File: config.mk
export PLATFORM = sky130hd
export DESIGN_NAME = fx_master_flat
export DESIGN_NICKNAME = d
export VERILOG_FILES = /design/src/rtl/fx_master_if.sv /design/src/rtl/fx_master.sv /design/src/flat_wrapper.sv
export SDC_FILE = /design/constraint.sdc
export NUM_CORES = 1
export LEC_CHECK = 0
export CORE_MARGIN = 3
export CORE_UTILIZATION = 47
export CTS_CLUSTER_SIZE = 10
export DETAILED_ROUTE_END_ITERATION = 8
export GPL_ROUTABILITY_DRIVEN = 1
export PLACE_DENSITY = 0.82
export REMOVE_ABC_BUFFERS = 1
export SYNTH_ARGS = -nofsm -noshare
export SYNTH_HDL_FRONTEND = slang
export SYNTH_SLANG_ARGS = --single-unit
File: constraint.sdc
create_clock -name clk_sys -period 4.45 [get_ports clk_sys]
set_input_delay 0.89 -clock clk_sys [delete_from_list [all_inputs] [get_ports clk_sys]]
set_output_delay 0.89 -clock clk_sys [all_outputs]
set_load 0.02 [all_outputs]
File: src/rtl/fx_master_if.sv
// fx bus interface: host command channel, read response channel and the
// broadcast fx strobe/address/data bus with the OR-combined slave read data.
interface fx_master_if #(
  parameter int ADDR_W = 16
);
  // Host command channel
  logic              cmd_vld;
  logic              cmd_rdy;
  logic              cmd_wr;
  logic [ADDR_W-1:0] cmd_addr;
  logic [7:0]        cmd_data;

  // Read response channel
  logic              rsp_vld;
  logic              rsp_rdy;
  logic [7:0]        rsp_data;

  // fx slave bus
  logic              fx_wr;
  logic [ADDR_W-1:0] fx_waddr;
  logic [7:0]        fx_data;
  logic              fx_rd;
  logic [ADDR_W-1:0] fx_raddr;
  logic [7:0]        fx_q;

  // Initiator view (fx_master)
  modport master (
    input  cmd_vld, cmd_wr, cmd_addr, cmd_data,
    output cmd_rdy,
    output rsp_vld, rsp_data,
    input  rsp_rdy,
    output fx_wr, fx_waddr, fx_data, fx_rd, fx_raddr,
    input  fx_q
  );

  // Surrounding view: host command decoder plus the fx slaves
  modport slave (
    output cmd_vld, cmd_wr, cmd_addr, cmd_data,
    input  cmd_rdy,
    input  rsp_vld, rsp_data,
    output rsp_rdy,
    input  fx_wr, fx_waddr, fx_data, fx_rd, fx_raddr,
    output fx_q
  );
endinterface

File: src/rtl/fx_master.sv
// fx_master: initiator of the fx register bus. Accepts one single-beat
// read/write command at a time, pulses the matching fx strobe for one cycle,
// and for reads samples the OR-combined fx_q after RD_LAT cycles and hands it
// back over a valid/ready response channel. All outputs are registered.
module fx_master #(
  parameter int ADDR_W = 16,
  parameter int RD_LAT = 2   // 1..15, not checked
) (
  input  logic          clk_sys,
  input  logic          rst_n,
  fx_master_if.master   bus,
  output logic          busy
);

  localparam logic [2:0] IDLE = 3'd0;
  localparam logic [2:0] WR   = 3'd1;
  localparam logic [2:0] RD   = 3'd2;
  localparam logic [2:0] WAIT = 3'd3;
  localparam logic [2:0] RSP  = 3'd4;

  // Counter preload: the WAIT state lasts RD_LAT cycles, the last one at 0.
  localparam logic [3:0] LAT_LOAD = 4'(RD_LAT - 1);

  logic [2:0]        state;
  logic [2:0]        state_nxt;
  logic [3:0]        lat_cnt;
  logic              accept;

  logic              cmd_rdy_q;
  logic              rsp_vld_q;
  logic [7:0]        rsp_data_q;
  logic              fx_wr_q;
  logic              fx_rd_q;
  logic [ADDR_W-1:0] fx_waddr_q;
  logic [ADDR_W-1:0] fx_raddr_q;
  logic [7:0]        fx_data_q;

  // cmd_rdy_q mirrors state==IDLE, so this is the handshake in IDLE.
  assign accept = bus.cmd_vld & cmd_rdy_q;

  // Next-state decode.
  always_comb begin
    // NOTE: default first so every path assigns state_nxt; no latch.
    state_nxt = state;
    case (state)
      IDLE:    if (accept) state_nxt = bus.cmd_wr ? WR : RD;
      WR:      state_nxt = IDLE;
      RD:      state_nxt = WAIT;
      WAIT:    if (lat_cnt == 4'd0) state_nxt = RSP;
      RSP:     if (rsp_vld_q && bus.rsp_rdy) state_nxt = IDLE;
      default: state_nxt = IDLE;
    endcase
  end

  // State register and status/strobe outputs, registered from the next state
  // so each output is true exactly for the cycles spent in its state.
  always_ff @(posedge clk_sys or negedge rst_n) begin
    if (!rst_n) begin
      // NOTE: sequential state uses non-blocking assignment only.
      state     <= IDLE;
      cmd_rdy_q <= 1'b1;
      busy      <= 1'b0;
      fx_wr_q   <= 1'b0;
      fx_rd_q   <= 1'b0;
      rsp_vld_q <= 1'b0;
    end else begin
      state     <= state_nxt;
      cmd_rdy_q <= (state_nxt == IDLE);
      busy      <= (state_nxt != IDLE);
      fx_wr_q   <= (state_nxt == WR);
      fx_rd_q   <= (state_nxt == RD);
      rsp_vld_q <= (state_nxt == RSP);
    end
  end

  // Command field capture: only on accept; values persist while idle.
  always_ff @(posedge clk_sys or negedge rst_n) begin
    if (!rst_n) begin
      fx_waddr_q <= '0;
      fx_data_q  <= '0;
      fx_raddr_q <= '0;
    end else if (state == IDLE && accept) begin
      if (bus.cmd_wr) begin
        fx_waddr_q <= bus.cmd_addr;
        fx_data_q  <= bus.cmd_data;
      end else begin
        fx_raddr_q <= bus.cmd_addr;
      end
    end
  end

  // Read latency counter: loaded during the fx_rd cycle, counts down in WAIT.
  always_ff @(posedge clk_sys or negedge rst_n) begin
    if (!rst_n) begin
      lat_cnt <= 4'd0;
    end else if (state == RD) begin
      lat_cnt <= LAT_LOAD;
    end else if (state == WAIT && lat_cnt != 4'd0) begin
      lat_cnt <= lat_cnt - 4'd1;
    end
  end

  // Response data: fx_q is sampled only on the final WAIT edge, then held.
  always_ff @(posedge clk_sys or negedge rst_n) begin
    if (!rst_n) begin
      rsp_data_q <= 8'd0;
    end else if (state == WAIT && lat_cnt == 4'd0) begin
      rsp_data_q <= bus.fx_q;
    end
  end

  assign bus.cmd_rdy  = cmd_rdy_q;
  assign bus.rsp_vld  = rsp_vld_q;
  assign bus.rsp_data = rsp_data_q;
  assign bus.fx_wr    = fx_wr_q;
  assign bus.fx_rd    = fx_rd_q;
  assign bus.fx_waddr = fx_waddr_q;
  assign bus.fx_raddr = fx_raddr_q;
  assign bus.fx_data  = fx_data_q;

endmodule

File: src/flat_wrapper.sv
// flat-port wrapper written by rule: the top's interface ports become plain ports
module fx_master_flat 
#(
  parameter int ADDR_W = 16,
  parameter int RD_LAT = 2                        
)
  (clk_sys, rst_n, busy, bus_cmd_vld, bus_cmd_wr, bus_cmd_addr, bus_cmd_data, bus_cmd_rdy, bus_rsp_vld, bus_rsp_data, bus_rsp_rdy, bus_fx_wr, bus_fx_waddr, bus_fx_data, bus_fx_rd, bus_fx_raddr, bus_fx_q);
  fx_master_if #(.ADDR_W(ADDR_W)) bus_i ();
  input  logic clk_sys;
  input  logic rst_n;
  output logic busy;
  input wire logic [$bits(bus_i.cmd_vld)-1:0] bus_cmd_vld;
  input wire logic [$bits(bus_i.cmd_wr)-1:0] bus_cmd_wr;
  input wire logic [$bits(bus_i.cmd_addr)-1:0] bus_cmd_addr;
  input wire logic [$bits(bus_i.cmd_data)-1:0] bus_cmd_data;
  output wire logic [$bits(bus_i.cmd_rdy)-1:0] bus_cmd_rdy;
  output wire logic [$bits(bus_i.rsp_vld)-1:0] bus_rsp_vld;
  output wire logic [$bits(bus_i.rsp_data)-1:0] bus_rsp_data;
  input wire logic [$bits(bus_i.rsp_rdy)-1:0] bus_rsp_rdy;
  output wire logic [$bits(bus_i.fx_wr)-1:0] bus_fx_wr;
  output wire logic [$bits(bus_i.fx_waddr)-1:0] bus_fx_waddr;
  output wire logic [$bits(bus_i.fx_data)-1:0] bus_fx_data;
  output wire logic [$bits(bus_i.fx_rd)-1:0] bus_fx_rd;
  output wire logic [$bits(bus_i.fx_raddr)-1:0] bus_fx_raddr;
  input wire logic [$bits(bus_i.fx_q)-1:0] bus_fx_q;
  assign bus_i.cmd_vld = bus_cmd_vld;
  assign bus_i.cmd_wr = bus_cmd_wr;
  assign bus_i.cmd_addr = bus_cmd_addr;
  assign bus_i.cmd_data = bus_cmd_data;
  assign bus_cmd_rdy = bus_i.cmd_rdy;
  assign bus_rsp_vld = bus_i.rsp_vld;
  assign bus_rsp_data = bus_i.rsp_data;
  assign bus_i.rsp_rdy = bus_rsp_rdy;
  assign bus_fx_wr = bus_i.fx_wr;
  assign bus_fx_waddr = bus_i.fx_waddr;
  assign bus_fx_data = bus_i.fx_data;
  assign bus_fx_rd = bus_i.fx_rd;
  assign bus_fx_raddr = bus_i.fx_raddr;
  assign bus_i.fx_q = bus_fx_q;
  fx_master #(.ADDR_W(ADDR_W), .RD_LAT(RD_LAT)) u_core (.clk_sys(clk_sys), .rst_n(rst_n), .bus(bus_i), .busy(busy));
endmodule
# Yosys cells after proc, flatten, opt, wreduce, memory -nomap -nowiden
# Index checks and enable logic that the tools add are counted.
[classes]
addsub = 1
n_eq_ne = 6
muxes = 7
bitwise_logic = 2
reduce_logical = 12
[op_table]
columns = ["cell", "count"]
rows = [
  ["$pmux W3 S4", 1],
  ["$eq A3 B2 Y1 const B", 3],
  ["$mux W3", 3],
  ["$mux W4", 2],
  ["$eq A3 B3 Y1 const B", 2],
  ["$logic_not A3 Y1", 2],
  ["$logic_and A1 B1 Y1", 4],
  ["$logic_not A4 Y1", 1],
  ["$reduce_and A2 Y1", 2],
  ["$reduce_bool A4 Y1", 1],
  ["$sub A4 B1 Y4 const B", 1],
  ["$eq A3 B1 Y1 const B", 1],
  ["$reduce_bool A3 Y1", 1],
  ["$mux W2", 1],
  ["$reduce_bool A2 Y1", 1],
  ["$and A1 B1 Y1", 1],
  ["$not A1 Y1", 1],
]
[word_totals]
regBits = 60
inputBits = 37
output_inout_bits = 53
word_cells = 39

# Longest topological paths before layout
[depth]
ltp_word = 4
depth_mapped = 5
depth_no_buf = 5

# Worst setup path after synthesis
# OpenSTA, ideal clock, no wires.
[synth_timing]
path_kind = "input port to flip-flop"
start = "input port bus_cmd_vld"
end = "register u_core.fx_data_q[6] (netlist: u_core.bus.fx_data[6])"
setup_ns = 0.125
t_arrival_ns = 2.050
t_required_ns = 4.325
slack_ns = 2.275
cell_stages = 5
path_buffers = 2
cell_sequence = "nand3b_4 or4b_4 buf_6 buf_12 mux2_4"
[synth_between]
elab_chain_cells = 3
[synth_lines]
columns = ["item", "line", "source"]
rows = [
  ["from (decl)", "flat_wrapper.sv:12", "input wire logic [$bits(bus_i.cmd_vld)-1:0] bus_cmd_vld;"],
  ["$and A1 B1 Y1", "fx_master.sv:39", "assign accept = bus.cmd_vld & cmd_rdy_q;"],
  ["$logic_and A1 B1 Y1", "fx_master.sv:82", "end else if (state == IDLE && accept) begin"],
  ["$reduce_and A2 Y1 (no source line)", "--", ""],
  ["to (signal assigned)", "fx_master.sv:85", "fx_data_q <= bus.cmd_data;"],
  ["to (decl)", "fx_master.sv:36", "logic [7:0] fx_data_q;"],
]
# Every way passes these cells.
# A chain may end at the register's enable or synchronous reset.

# Worst setup path after layout
[layout_timing]
start = "input port bus_cmd_vld"
end = "register u_core.fx_raddr_q[11] (netlist: u_core.bus.fx_raddr[11])"
[layout_between]
elab_chain_cells = 3
[layout_lines]
columns = ["item", "line", "source"]
rows = [
  ["$and A1 B1 Y1", "fx_master.sv:39", ""],
  ["$logic_and A1 B1 Y1", "fx_master.sv:82", ""],
  ["$reduce_and A2 Y1 (no source line)", "--", ""],
  ["to (signal assigned)", "fx_master.sv:87", "fx_raddr_q <= bus.cmd_addr;"],
  ["to (decl)", "fx_master.sv:35", "logic [ADDR_W-1:0] fx_raddr_q;"],
]
# Every way passes these cells.

==> results.cfg <==
[run_status]
outcome = completed

[cells_and_area]
drive_above_1_share_pct = 28.40
post-route-util_pct = 72.93
fillers = 319
fin_nets = 283
n_antenna_cell = 0
areaGrowthSynthToFinish_pct = 45.60
regArea_sq_um = 1503
multi_input_area_sq_um = 839.6
fin_area_sq_um = 3536

[clock_network]
post_cts_buffers = 0
htreeDepth = 3
post_cts_resized = 0
clock_sinks = 60
max-clock-path-buffers = 2
clkTransAtPathRegs_ps = 70
cts_root_buffer = clkbuf_8
worstSkewPairLatency_ps = 330
hold_buffers = 0
cts_made_buffers = 9
cts_tree = yes

[drt]
vias_per_cell = 4.883
dr.max_layer_used = met4
met1_length_microns = 2108
route.met3.wl_microns = 396
wl_per_cell_microns = 15.94
vias = 1548
drc = 0
ant_nets = 0
wl_microns = 5053
drt_pass1_iterations = 4
dr.first_iter.drc_count = 70
wl_met2_microns = 2439

[yosys]
synthArstFlopShare_pct = 100.0
synthAdderAreaFrac_pct = 0.5152
netlist_instances = 151
synth_seq_cells = 60
yosysTopAreaCell = dfrtp_1
synth_top_area_share_pct = 60.79
yosysSeqAreaShare_pct = 61.88
yosysWarnings = 0
synth_top_family_by_area = multiplexers
postSynthAreaPerCell_sq_um = 16.08
muxShareOfSynthArea_pct = 25.50
netlist_area_sq_um = 2429
yosys.cell_types.count = 31
yosys-top-cells-area = dfrtp_1 61%, mux2_2 14%, mux2_4 11%, buf_12 1.6%, dfstp_2 1.1%
synthFlopType = dfrtp_1
synth-edff-count = 0
synth-xor-area-share_pct = 0
synth-simple-area-share_pct = 6.543
synth_compound_area_share_pct = 2.009

[sta]
hold_viol = 0
tightest_slew_ps = 751.8
timing.fmax_mhz = 404.9
min_period_ps = 2470
hold_slack_ps = 503.7
slew_headroom_pct = 49.88
drv_slew = 0
tns_ps = 0
setup_viol = 0
rsz0062_at_grt = no
fin_crit_sh_pct = 55.49
skew_ps = 11.92

[global_route]
gr-usage-all-layers_pct = 17.78
grt_first_pass_wirelength_microns = 8155
grt_pass1_vias = 1625
grt_max_degree = 32
grt_overflow = 0
antenna_found_initial = 0

[setup_path]
reg2reg_to = u_core.bus.rsp_data[5]$_DFFE_PN0P_
critPathSlowestCell = or4_1
worstPathRequired_ps = 4660
end_kind = flip-flop
cpPeakStageDelay_ps = 780
reg2reg_depth = 5
r2r-start = u_core.lat_cnt[0]$_DFFE_PN0P_
path_class = in2reg
cp.depth = 4
path_max_fanout = 18
cp_top_family = simple AND/OR/NAND/NOR gates
crit_buf_inv = 1
worst_setup_path_start_kind = input pin
path_cells = clkdlybuf4s50_1 > nand3b_4 > or4_1 > mux2_2
reg2reg_slack_ps = 2240
critPathArrivalTime_ps = 2680

[placed_design]
postPlaceCellArea_sq_um = 3334
portBuffers = 89
hpwl_microns = 3544
place.gp.congestion = 0.7432

[min_path]
worstHoldPathCells = 1
min_path_type = reg2reg
hold_start = u_core.bus.rsp_data[3]$_DFFE_PN0P_
hold_end = u_core.bus.rsp_data[3]$_DFFE_PN0P_

[pwr]
p_per_area_nw_per_um2 = 767.3
max-vdd-ir-drop_mv = 0.4716
finalPower_mw = 2.713
p_leak_nw = 1.623

[floorplan]
num_rows = 25
coreArea_sq_um = 4848
dieWidth_microns = 77.89
initial_core_util_pct = 50.09
die_h_microns = 77.89
ioPinCount = 90
dieArea_sq_um = 6066

[job]
drv_cap = 0
-- worst max-delay path by stage --
stage	to	from
2_1_floorplan	u_core.bus.fx_data[6]$_DFFE_PN0P_	bus_cmd_vld
3_3_place_gp	u_core.bus.fx_raddr[2]$_DFFE_PN0P_	bus_cmd_vld
3_5_place_dp	u_core.bus.fx_raddr[12]$_DFFE_PN0P_	bus_cmd_vld
4_1_cts	u_core.bus.fx_raddr[5]$_DFFE_PN0P_	bus_cmd_vld
5_1_grt	u_core.bus.fx_raddr[3]$_DFFE_PN0P_	bus_cmd_vld
6_report	u_core.bus.fx_raddr[11]$_DFFE_PN0P_	bus_cmd_vld
-- sequential cells by signal, indices dropped and copies added, names as in the netlist, 3 cells and up --
name	flops
u_core.bus.fx_raddr	16
u_core.bus.rsp_data	8
u_core.state	3
u_core.bus.fx_data	8
u_core.bus.fx_waddr	16
u_core.lat_cnt	4
-- worst reg2reg max path: stages, from the launching register on --
cell      delay [ps]
dfrtp_1          400
inv_1             90
ha_1             210
nor3b_1          560
nand4b_2         440
mux2_2           400
-- kinds of logic after synthesis --
kind of cell    count (synthesis)
simple gates                   23
mux                            49
fa+ha+maj                       1
compound gates                  7
flops                          60
buf+inv                        11
-- cell usage after synthesis (2+ instances only) --
| cell | n |
|---|---|
| dfrtp_1 | 59 |
| mux2_2 | 31 |
| mux2_4 | 18 |
| nand2_1 | 7 |
| inv_1 | 4 |
| nand3_1 | 3 |
| buf_12 | 2 |
| clkbuf_1 | 2 |
| nor3_1 | 2 |
| o21ai_0 | 2 |
-- area by class of cell --
class | count | area share, %
sequential | 60 | 42.50
clock buffer | 10 | 3.892
tap | 67 | 2.371
clock inverter | 6 | 1.805
multi-input combinational | 80 | 23.74
timing repair buffer | 90 | 25.27
inverter | 4 | 0.4246
-- per-stage QoR --
stage,cells,setup WS [ps]
6_report,317,1981
5_1_grt,317,1911
4_1_cts,317,1970
3_5_place_dp,301,1608
3_3_place_gp,301,1641
2_1_floorplan,144,2300
-- metal layers --
metal / track usage (%) / vias up
li1: - / 716
met1: 22.79 / 770
met2: 26.11 / 51
met3: 6.845 / 11
met4: 9.075 / 0
met5: 0 / -
-- power breakdown --
part	internal (mW)	leakage (nW)	total, mW	switching (mW)
clock network	0.272	0.0983	0.486	0.214
registers	0.806	0.728	0.965	0.159
logic	0.705	0.797	1.26	0.557
-- cells in the final DEF, fill, tap and decap left out, drive strengths merged --
| cell type | instances |
|---|---|
| clkinvlp | 2 |
| dfstp | 1 |
| bufinv | 1 |
| or4b | 2 |
| o211ai | 1 |
| nand3 | 3 |
| ha | 1 |
| nand3b | 1 |
| nand4b | 2 |
| or4 | 1 |
| nand2 | 7 |
| nor3 | 2 |
| clkinv | 3 |
| dfrtp | 59 |
| mux2 | 49 |
| a21oi | 1 |
| nor3b | 1 |
| o211a | 1 |
| nor2 | 1 |
| nand2b | 1 |
| o21ai | 2 |
| nor4b | 1 |
| clkbuf | 10 |
| nor2b | 1 |
| inv | 4 |
| buf | 2 |
| a21o | 1 |
| a22o | 1 |
| clkdlybuf4s50 | 88 |
(Power assumes the default switching activity.)
